`src/rtl/sd_spi_byte_engine_if.sv`:
```
// Host-side handshake between the Z80 I/O decode and the SD-card SPI byte engine.
// The master issues byte requests; the slave (the engine) reports busy and returns the received byte.
interface sd_spi_byte_engine_if;
  logic       start;
  logic       fast;
  logic [7:0] tx_data;
  logic       busy;
  logic [7:0] rx_data;
  logic       rx_load;

  modport master (
    output start,
    output fast,
    output tx_data,
    input  busy,
    input  rx_data,
    input  rx_load
  );

  modport slave (
    input  start,
    input  fast,
    input  tx_data,
    output busy,
    output rx_data,
    output rx_load
  );
endinterface

```
`src/rtl/sd_spi_byte_engine.sv`:
```
// SPI mode-0 byte shifter for the SD-card port: shifts one byte out on MOSI while
// shifting MISO in, then presents the received byte with a one-clock rx_load pulse.
module sd_spi_byte_engine #(
  parameter int DIV_SLOW = 63,
  parameter int DIV_FAST = 1,
  parameter int DIVW     = 8
) (
  input  logic                  clk,
  input  logic                  clr,
  sd_spi_byte_engine_if.slave   host,
  input  logic                  miso,
  output logic                  sclk,
  output logic                  mosi
);

  typedef enum logic [1:0] {
    IDLE     = 2'd0,
    SHIFT_LO = 2'd1,
    SHIFT_HI = 2'd2
  } state_t;

  localparam logic [DIVW-1:0] DIV_SLOW_W = DIVW'(DIV_SLOW);
  localparam logic [DIVW-1:0] DIV_FAST_W = DIVW'(DIV_FAST);

  state_t          state;
  logic [DIVW-1:0] div_cnt;
  logic [DIVW-1:0] div_max;
  logic            phase_end;
  logic [2:0]      bit_cnt;
  logic [6:0]      tx_sr;     // bits still to send; bit 7 goes straight to mosi at acceptance
  logic [7:0]      rx_sr;
  logic            rate_fast;
  logic            busy;
  logic [7:0]      rx_data;
  logic            rx_load;

  // Rate is taken from the flag captured at acceptance, never from the live fast input.
  always_comb begin
    div_max   = rate_fast ? DIV_FAST_W : DIV_SLOW_W;
    phase_end = (div_cnt == div_max);
  end

  // NOTE: every register below is updated with <= so all of them see pre-edge values;
  // blocking assignments here would let later statements read already-updated state.
  always_ff @(posedge clk or negedge clr) begin
    if (!clr) begin
      state     <= IDLE;
      div_cnt   <= '0;
      bit_cnt   <= '0;
      tx_sr     <= '0;
      rx_sr     <= '0;
      rate_fast <= 1'b0;
      sclk      <= 1'b0;
      mosi      <= 1'b1;
      busy      <= 1'b0;
      rx_data   <= 8'h00;
      rx_load   <= 1'b0;
    end else begin
      // NOTE: default-low here makes rx_load a single-cycle pulse without extra state.
      rx_load <= 1'b0;

      unique case (state)
        IDLE: begin
          if (host.start) begin
            tx_sr     <= host.tx_data[6:0];
            mosi      <= host.tx_data[7];
            rate_fast <= host.fast;
            div_cnt   <= '0;
            bit_cnt   <= '0;
            busy      <= 1'b1;
            state     <= SHIFT_LO;
          end
        end

        SHIFT_LO: begin
          if (phase_end) begin
            div_cnt <= '0;
            sclk    <= 1'b1;
            rx_sr   <= {rx_sr[6:0], miso};
            state   <= SHIFT_HI;
          end else begin
            div_cnt <= div_cnt + DIVW'(1);
          end
        end

        SHIFT_HI: begin
          if (phase_end) begin
            div_cnt <= '0;
            sclk    <= 1'b0;
            if (bit_cnt == 3'd7) begin
              // Last falling edge: the 8th MISO bit was captured on the preceding rise.
              mosi    <= 1'b1;
              busy    <= 1'b0;
              rx_data <= rx_sr;
              rx_load <= 1'b1;
              state   <= IDLE;
            end else begin
              mosi    <= tx_sr[6];
              tx_sr   <= {tx_sr[5:0], 1'b0};
              bit_cnt <= bit_cnt + 3'd1;
              state   <= SHIFT_LO;
            end
          end else begin
            div_cnt <= div_cnt + DIVW'(1);
          end
        end

        default: state <= IDLE;
      endcase
    end
  end

  assign host.busy    = busy;
  assign host.rx_data = rx_data;
  assign host.rx_load = rx_load;

endmodule

```
`src/flat_wrapper.sv`:
```
// flat-port wrapper written by rule: the top's interface ports become plain ports
module sd_spi_byte_engine_flat 
#(
  parameter int DIV_SLOW = 63,
  parameter int DIV_FAST = 1,
  parameter int DIVW     = 8
)
  (clk, clr, miso, sclk, mosi, host_start, host_fast, host_tx_data, host_busy, host_rx_data, host_rx_load);
  sd_spi_byte_engine_if host_i ();
  input  logic clk;
  input  logic clr;
  input  logic miso;
  output logic sclk;
  output logic mosi;
  input wire logic [$bits(host_i.start)-1:0] host_start;
  input wire logic [$bits(host_i.fast)-1:0] host_fast;
  input wire logic [$bits(host_i.tx_data)-1:0] host_tx_data;
  output wire logic [$bits(host_i.busy)-1:0] host_busy;
  output wire logic [$bits(host_i.rx_data)-1:0] host_rx_data;
  output wire logic [$bits(host_i.rx_load)-1:0] host_rx_load;
  assign host_i.start = host_start;
  assign host_i.fast = host_fast;
  assign host_i.tx_data = host_tx_data;
  assign host_busy = host_i.busy;
  assign host_rx_data = host_i.rx_data;
  assign host_rx_load = host_i.rx_load;
  sd_spi_byte_engine #(.DIV_SLOW(DIV_SLOW), .DIV_FAST(DIV_FAST), .DIVW(DIVW)) u_core (.clk(clk), .clr(clr), .host(host_i), .miso(miso), .sclk(sclk), .mosi(mosi));
endmodule
```
`config.mk`:
```
export PLATFORM = sky130hd
export DESIGN_NAME = sd_spi_byte_engine_flat
export DESIGN_NICKNAME = d
export VERILOG_FILES = /design/src/rtl/sd_spi_byte_engine_if.sv /design/src/rtl/sd_spi_byte_engine.sv /design/src/flat_wrapper.sv
export SDC_FILE = /design/constraint.sdc
export NUM_CORES = 1
export LEC_CHECK = 0
export BUFFER_PORTS_ARGS = -buffer_cell sky130_fd_sc_hd__buf_4
export CAP_MARGIN = 25
export CELL_PAD_IN_SITES_DETAIL_PLACEMENT = 0
export CELL_PAD_IN_SITES_GLOBAL_PLACEMENT = 2
export CORE_UTILIZATION = 35
export DETAILED_ROUTE_END_ITERATION = 10
export PLACE_DENSITY_LB_ADDON = 0.1
export SLEW_MARGIN = 20
export SYNTH_ARGS = -nofsm -noshare
export SYNTH_HDL_FRONTEND = slang
export SYNTH_SLANG_ARGS = --single-unit
```
`constraint.sdc`:
```
create_clock -name clk -period 2.67 [get_ports clk]
set_input_delay 0 -clock clk [delete_from_list [all_inputs] [get_ports clk]]
set_output_delay 0 -clock clk [all_outputs]
set_load 0.01 [all_outputs]
```
# After elaboration in Yosys (flattened, before gate mapping)
# Index checks and enable logic that the tools add are counted.
word_totals:
  regBits: 41
  in_bits: 13
  out_inout_bits: 12
op_classes:
  add_sub_neg: 2
  eq_ne: 9
  n_mux: 31
  reduce_logical: 14
op_table:
  columns: ["cell", "n"]
  rows:
  - ["$mux 7", 3]
  - ["$mux 8", 2]
  - ["$pmux 8 s2", 1]
  - ["$pmux 7 s2", 1]
  - ["$mux 1", 12]
  - ["$reduce_and 3->1", 4]
  - ["$mux 3", 3]
  - ["$add 8x1->8 const B", 1]
  - ["$eq 8x8->1", 1]
  - ["$reduce_and 4->1", 2]
  - ["$mux 2", 3]
  - ["$mux 6", 1]
  - ["$ne 2x1->1 const B", 3]
  - ["$pmux 1 s2", 3]
  - ["$pmux 2 s3", 1]
  - ["$pmux 3 s2", 1]
  - ["$reduce_and 2->1", 3]
  - ["$reduce_bool 2->1", 3]
  - ["$ne 2x2->1 const B", 2]
  - ["$add 3x1->3 const B", 1]
  - ["$eq 3x3->1 const B", 1]
  - ["$eq 2x1->1 const B", 1]
  - ["$eq 2x2->1 const B", 1]
  - ["$logic_not 2->1", 1]
  - ["$reduce_or 2->1", 1]

# Longest topological paths before layout
logic_depth:
  word_depth: 4
  depth_mapped: 7
  depth_no_buf: 6

# Worst setup path before layout
# Ideal clock, no wire load.
synth_path:
  path_kind: "register -> register"
  startpoint: "register u_core.bit_cnt[0]"
  endpoint: "register u_core.tx_sr[1]"
  setup_ps: 125
  arrival_ps: 1807
  required_time_ps: 2545
  path_slack_ps: 738
  path_stages_with_launch: 6
  path_buffers: 0
  synth_period_minus_slack_ps: 1932
  path_cell_list: "dfrtp_1 > ha_1 > ha_1 > or2_2 > o32ai_4 > mux2_2"
synth_between:
  elab_chain_cells: 3
synth_lines:
  columns: ["element", "line_no", "source"]
  rows:
  - ["start: declaration", "sd_spi_byte_engine.sv:29", "logic [2:0] bit_cnt;"]
  - ["start signal: assignment", "sd_spi_byte_engine.sv:100", "bit_cnt <= bit_cnt + 3'd1;"]
  - ["$eq 3x3->1", "sd_spi_byte_engine.sv:90", "if (bit_cnt == 3'd7) begin"]
  - ["$ne 2x2->1 (no source line)", null, null]
  - ["$reduce_and 4->1 (no source line)", null, null]
  - ["end signal: assignment", "sd_spi_byte_engine.sv:65", "tx_sr <= host.tx_data[6:0];"]
  - ["end signal: assignment", "sd_spi_byte_engine.sv:99", "tx_sr <= {tx_sr[5:0], 1'b0};"]
  - ["end: declaration", "sd_spi_byte_engine.sv:30", "logic [6:0] tx_sr;"]
# No other way between the ends.
# A chain may end at the register's enable or synchronous reset.

# Worst setup path in the final report
layout_path:
  startpoint: "register u_core.state[0]"
  endpoint: "register u_core.tx_sr[4]"
layout_between:
  elab_chain_cells: 3
  elab_cells_between_ends: 8
  cone_classes: "eq/ne (4); mux (1); reduce/logical (3)"
layout_lines:
  columns: ["element", "line_no", "source"]
  rows:
  - ["start: declaration", "sd_spi_byte_engine.sv:25", "state_t state;"]
  - ["start signal: assignment", "sd_spi_byte_engine.sv:47", "state <= IDLE;"]
  - ["start signal: assignment", "sd_spi_byte_engine.sv:71", "state <= SHIFT_LO;"]
  - ["start signal: assignment", "sd_spi_byte_engine.sv:80", "state <= SHIFT_HI;"]
  - ["$eq 2x2->1 or $logic_not 2->1 (tied branches)", "sd_spi_byte_engine.sv:62", "unique case (state)"]
  - ["$ne 2x2->1 (no source line), or another cell as far along", null, null]
  - ["$reduce_and 4->1 (no source line)", null, null]
# Several ways; a longest one is shown, not always the timed one.

==> results.md <==
Power and ir drop:
- The worst-case IR drop observed on VDD is around 0.00025 V.
- After layout, the design draws a total of around 1200 uW.
- In this run the power density over the cells is 466.6 nW/um2.
- The switching power share of the total is between 20% and 30%.
- The static power due to leakage is 0.001102 uW.
- Cell internal power was estimated by the tool at 921.0 uW.
- For this design the total switching power over the nets is 239.0 uW.
- The combinational group share of total power is 3.1%.
- The clock network accounts for 43.3% of the total power.
- The sequential cell fraction of total power is 53.6%.

Routing:
- The number of detailed-routing iterations run before antenna repair is 5.
- The routed design has 4.273 mm of wire.
- The count of nets left with antenna violations once routing finished came out at 0.
- The average detailed-routed wire length per instance is about 16 um.
- The first routing iteration left around 110 violations.
- The vias per cell is between 5 and 6.
- After detailed routing, the number of remaining DRC violations is 0.
- The total vias in the final route is roughly 1400.

Layout:
- The area growth from synthesis to layout is 20.42%.
- In the final layout, the share of cells above drive strength 1 is a little under two fifths.
- The number of nets in the finished design is approximately 220.
- The filler cell count in the final layout is around 550.
- The repair_antennas step left the layout with diodes totalling 0.

Synthesis:
- The fraction of post-synthesis cell area in the top cell type by area is 48.48%.
- The synthesized design contains 0 enable-type register cells.
- The warning count from the yosys run is 0.
- Ranked by instance count, the synthesized netlist is headed by 40 x dfrtp_1, 29 x mux2_2, 12 x nand2_1.
- The cell type with the highest aggregate area in the netlist is dfrtp_1.
- In the synthesized netlist the async set-or-reset flop fraction comes to 100.0%.
- The area of the mapped netlist is a little over 2000 um2.
- In this run, synthesis produced a sequential element count of 41.
- The most common cell in the synthesized netlist is dfrtp_1.
- Synthesis produced a netlist whose cell count is 170.
- The count of distinct cell types in the synthesized netlist is 42.
- Sorting the synthesized cells by area gives the leading types as dfrtp_1 48%, mux2_2 16%, ha_1 4.2%, o311ai_0 3.0%, a21oi_1 2.2%.
- In the synthesized netlist the dominant register cell turns out to be dfrtp_1.
- The share of the Yosys chip area taken by registers is between 40% and 50%.
- The mean instance size in the synthesized netlist is approximately 12 um2.
- When the netlist entered floorplanning its net count stood at 190.

Setup path:
- Broken down by cell family, the worst path's largest delay share belongs to multiplexers.
- The data required time at the worst endpoint is 2860 ps.
- STA puts the critical path data arrival time at approximately 2500 ps.
- The worst setup path is launched from a register.
- Traced cell by cell, the critical path runs through inv_1, ha_1, mux2i_1, or2_2, o32ai_4, mux2_2.
- The setup path with the least slack is of type register to register.
- The worst path buffer plus inverter count is 1.
- Of all nets on the critical path, the largest fanout is 12.
- The slowest cell on the critical path is dfrtp_1.
- The delay of the slowest cell on the worst path is between 400 and 500 ps.
- STA classifies the critical path endpoint as a register.

STA:
- The final critical-path required period is approximately 2300 ps.
- The count of final hold-check violations is 0.
- The total count of max-transition violations in the final report was 0.
- The final number of setup-violating endpoints is 0.
- Summed over all failing endpoints, the final setup total negative slack is 0 ps.
- Setup repair after global routing left no endpoint under its margin.
- For the final database, setup skew stands at ~10 ps.
- The final critical path takes up between 80 and 90% of the cycle.
- The worst pin sits at a relative slew slack of ~45%.
- The fmax is between 400 and 500 MHz.
- The measured slew at the worst slew-check pin is 823.3 ps.

Floorplan:
- The die is just under 80 um wide.
- The placeable core region is 5608 um2.
- The floorplan has 27 rows.
- The starting utilization of the core area is 36.81%.
- Pin placement for this block handled 25 I/O pins.
- The die covers a little over 6000 um2.
- From bottom edge to top edge, the die measures roughly 79 um.

CTS:
- The clock input transition at the sequential cells of the worst setup and hold paths is 80 ps.
- The CTS tree is done.
- The number of clock buffers inserted by TritonCTS is 5.
- The CTS sink count is around 40.
- The cell sitting at the root of the clock tree is a clkbuf_8.
- The CTS H-tree depth is 2.
- Post-CTS repair changed the size of 0 cells.
- The later pin in the worst-skew pair is clocked with a latency of around 290 ps.
- The longest clock path from root to sink contains 2 buffers.

Global route:
- The first global-routing pass estimated about 7.2 mm of wire.
- The global-route usage over all layers is 15.14%.
- The initial antenna violation count came to 0.
- The via count of the first global-routing pass is about 1400.
- Entering global routing, the biggest net connects between 40 and 50 pins.
- The total overflow reported by the global router is 0.

Outcome:
- The run finished with clean final reports.

Placement:
- The placed wire-length estimate is around 2.9 mm.
- The routability-driven placement congestion ratio is about 0.80.
- Port buffering added 24 buffers.

Worst hold path:
- The path class of the tightest hold or removal check is input pin to register.

Run:
- The number of maximum-capacitance constraint violations is 0.
-- worst reg2reg max path, stage by stage (launching register included) --
cell	delay (ps)
dfrtp_1	420
inv_1	120
ha_1	400
mux2i_1	160
or2_2	320
o32ai_4	390
mux2_2	390
-- path summary, 6_finish.rpt --
check	slack, ps	start	end	cells past startpoint
min	60	host_start	u_core.host.busy	3
min in group asynchronous	220	clr	u_core.div_cnt[5]	2
max in group asynchronous	2060	clr	u_core.mosi	2
max	360	u_core.state[0]	u_core.tx_sr[4]	6
max reg2reg	360	u_core.state[0]	u_core.tx_sr[4]	6
min reg2reg	510	u_core.tx_sr[6]	u_core.tx_sr[6]	1
-- power groups by stage --
| stage | Sequential (uW) | Clock, uW | Combinational [uW] |
|---|---|---|---|
| floorplan | 634 | 0 | 5.23 |
| global placement | 634 | 0 | 31.3 |
| detailed placement | 634 | 0 | 33.1 |
| CTS | 622 | 521 | 37.7 |
| global route | 622 | 551 | 40.4 |
| finish | 622 | 502 | 36.1 |
-- state kept, by name, indices dropped and copies added (netlist names) --
name,cells
u_core.state,2
u_core.host.rx_data,8
u_core.bit_cnt,3
u_core.mosi,1
u_core.div_cnt,8
u_core.rx_sr,8
u_core.tx_sr,7
u_core.sclk,1
u_core.host.rx_load,1
u_core.host.busy,1
u_core.rate_fast,1
-- repair_timing --
item,in CTS,in global routing
hold buffers,4,0
setup buffers,0,0
endpoints found under the setup margin,0,0
hold endpoints to repair,43,0
-- logic make-up (layout without fill, tap and decap cells) --
family          after synthesis  after routing  share of synthesized area, %
compound gates               36             36                         13.46
xor+xnor                      5              5                         2.121
fa+ha+maj                     7              7                         4.242
buf+inv                      14             47                         2.545
flops                        41             41                         49.76
mux                          30             30                         16.30
simple gates                 37             37                         11.58
-- routing by layer --
metal	part of all wire, %	global-route usage [%]
met4	0.98	4.444
met1	48	20.37
met2	47	24.26
met3	3.7	3.448
met5	0	0
-- per-stage QoR --
step	utilization, %	std cells	hold slack, ps	setup slack, ps	cell area, um2
after floorplan	-	170	-295.6	738.0	2064
after global placement	41.63	263	6.046	492.0	2335
after detailed placement	41.63	263	22.12	373.6	2335
after CTS	44.33	275	39.65	367.7	2486
after global routing	44.33	275	50.84	197.1	2486
final	44.33	275	55.39	361.0	2486
-- final cells by class --
type	instances	area [um2]	area share, %
inverter	8	30.03	1.208
timing repair buffer	31	242.7	9.763
clock buffer	6	72.57	2.919
tap	72	90.09	3.624
clock inverter	2	38.79	1.560
multi-input combinational	115	984.7	39.61
sequential	41	1027	41.32
-- placed cells by master (no fill, tap or decap), drive strengths merged --
cell type / Yosys / final
buf: 1 / 27
clkbuf: 5 / 6
nor4: 2 / 2
nand3: 5 / 5
nor3b: 2 / 2
clkinv: 0 / 1
a211o: 1 / 1
o32a: 1 / 1
nand2b: 1 / 1
mux2: 29 / 29
xnor2: 5 / 5
or2: 1 / 1
o41ai: 1 / 1
dlygate4sd3: 0 / 4
mux2i: 1 / 1
a21oi: 9 / 9
or3: 2 / 2
nor4b: 3 / 3
ha: 7 / 7
a31oi: 1 / 1
nor3: 1 / 1
nor2: 3 / 3
dfstp: 1 / 1
nor4bb: 1 / 1
inv: 8 / 8
a22oi: 1 / 1
o211ai: 1 / 1
nor2b: 1 / 1
a32oi: 1 / 1
o31a: 1 / 1
a31o: 1 / 1
o311ai: 7 / 7
o32ai: 2 / 2
and4: 1 / 1
dfrtp: 40 / 40
or4: 1 / 1
and3: 1 / 1
o21ai: 9 / 9
bufinv: 0 / 1
nand2: 12 / 12
Power figures use the tool's default switching activity.
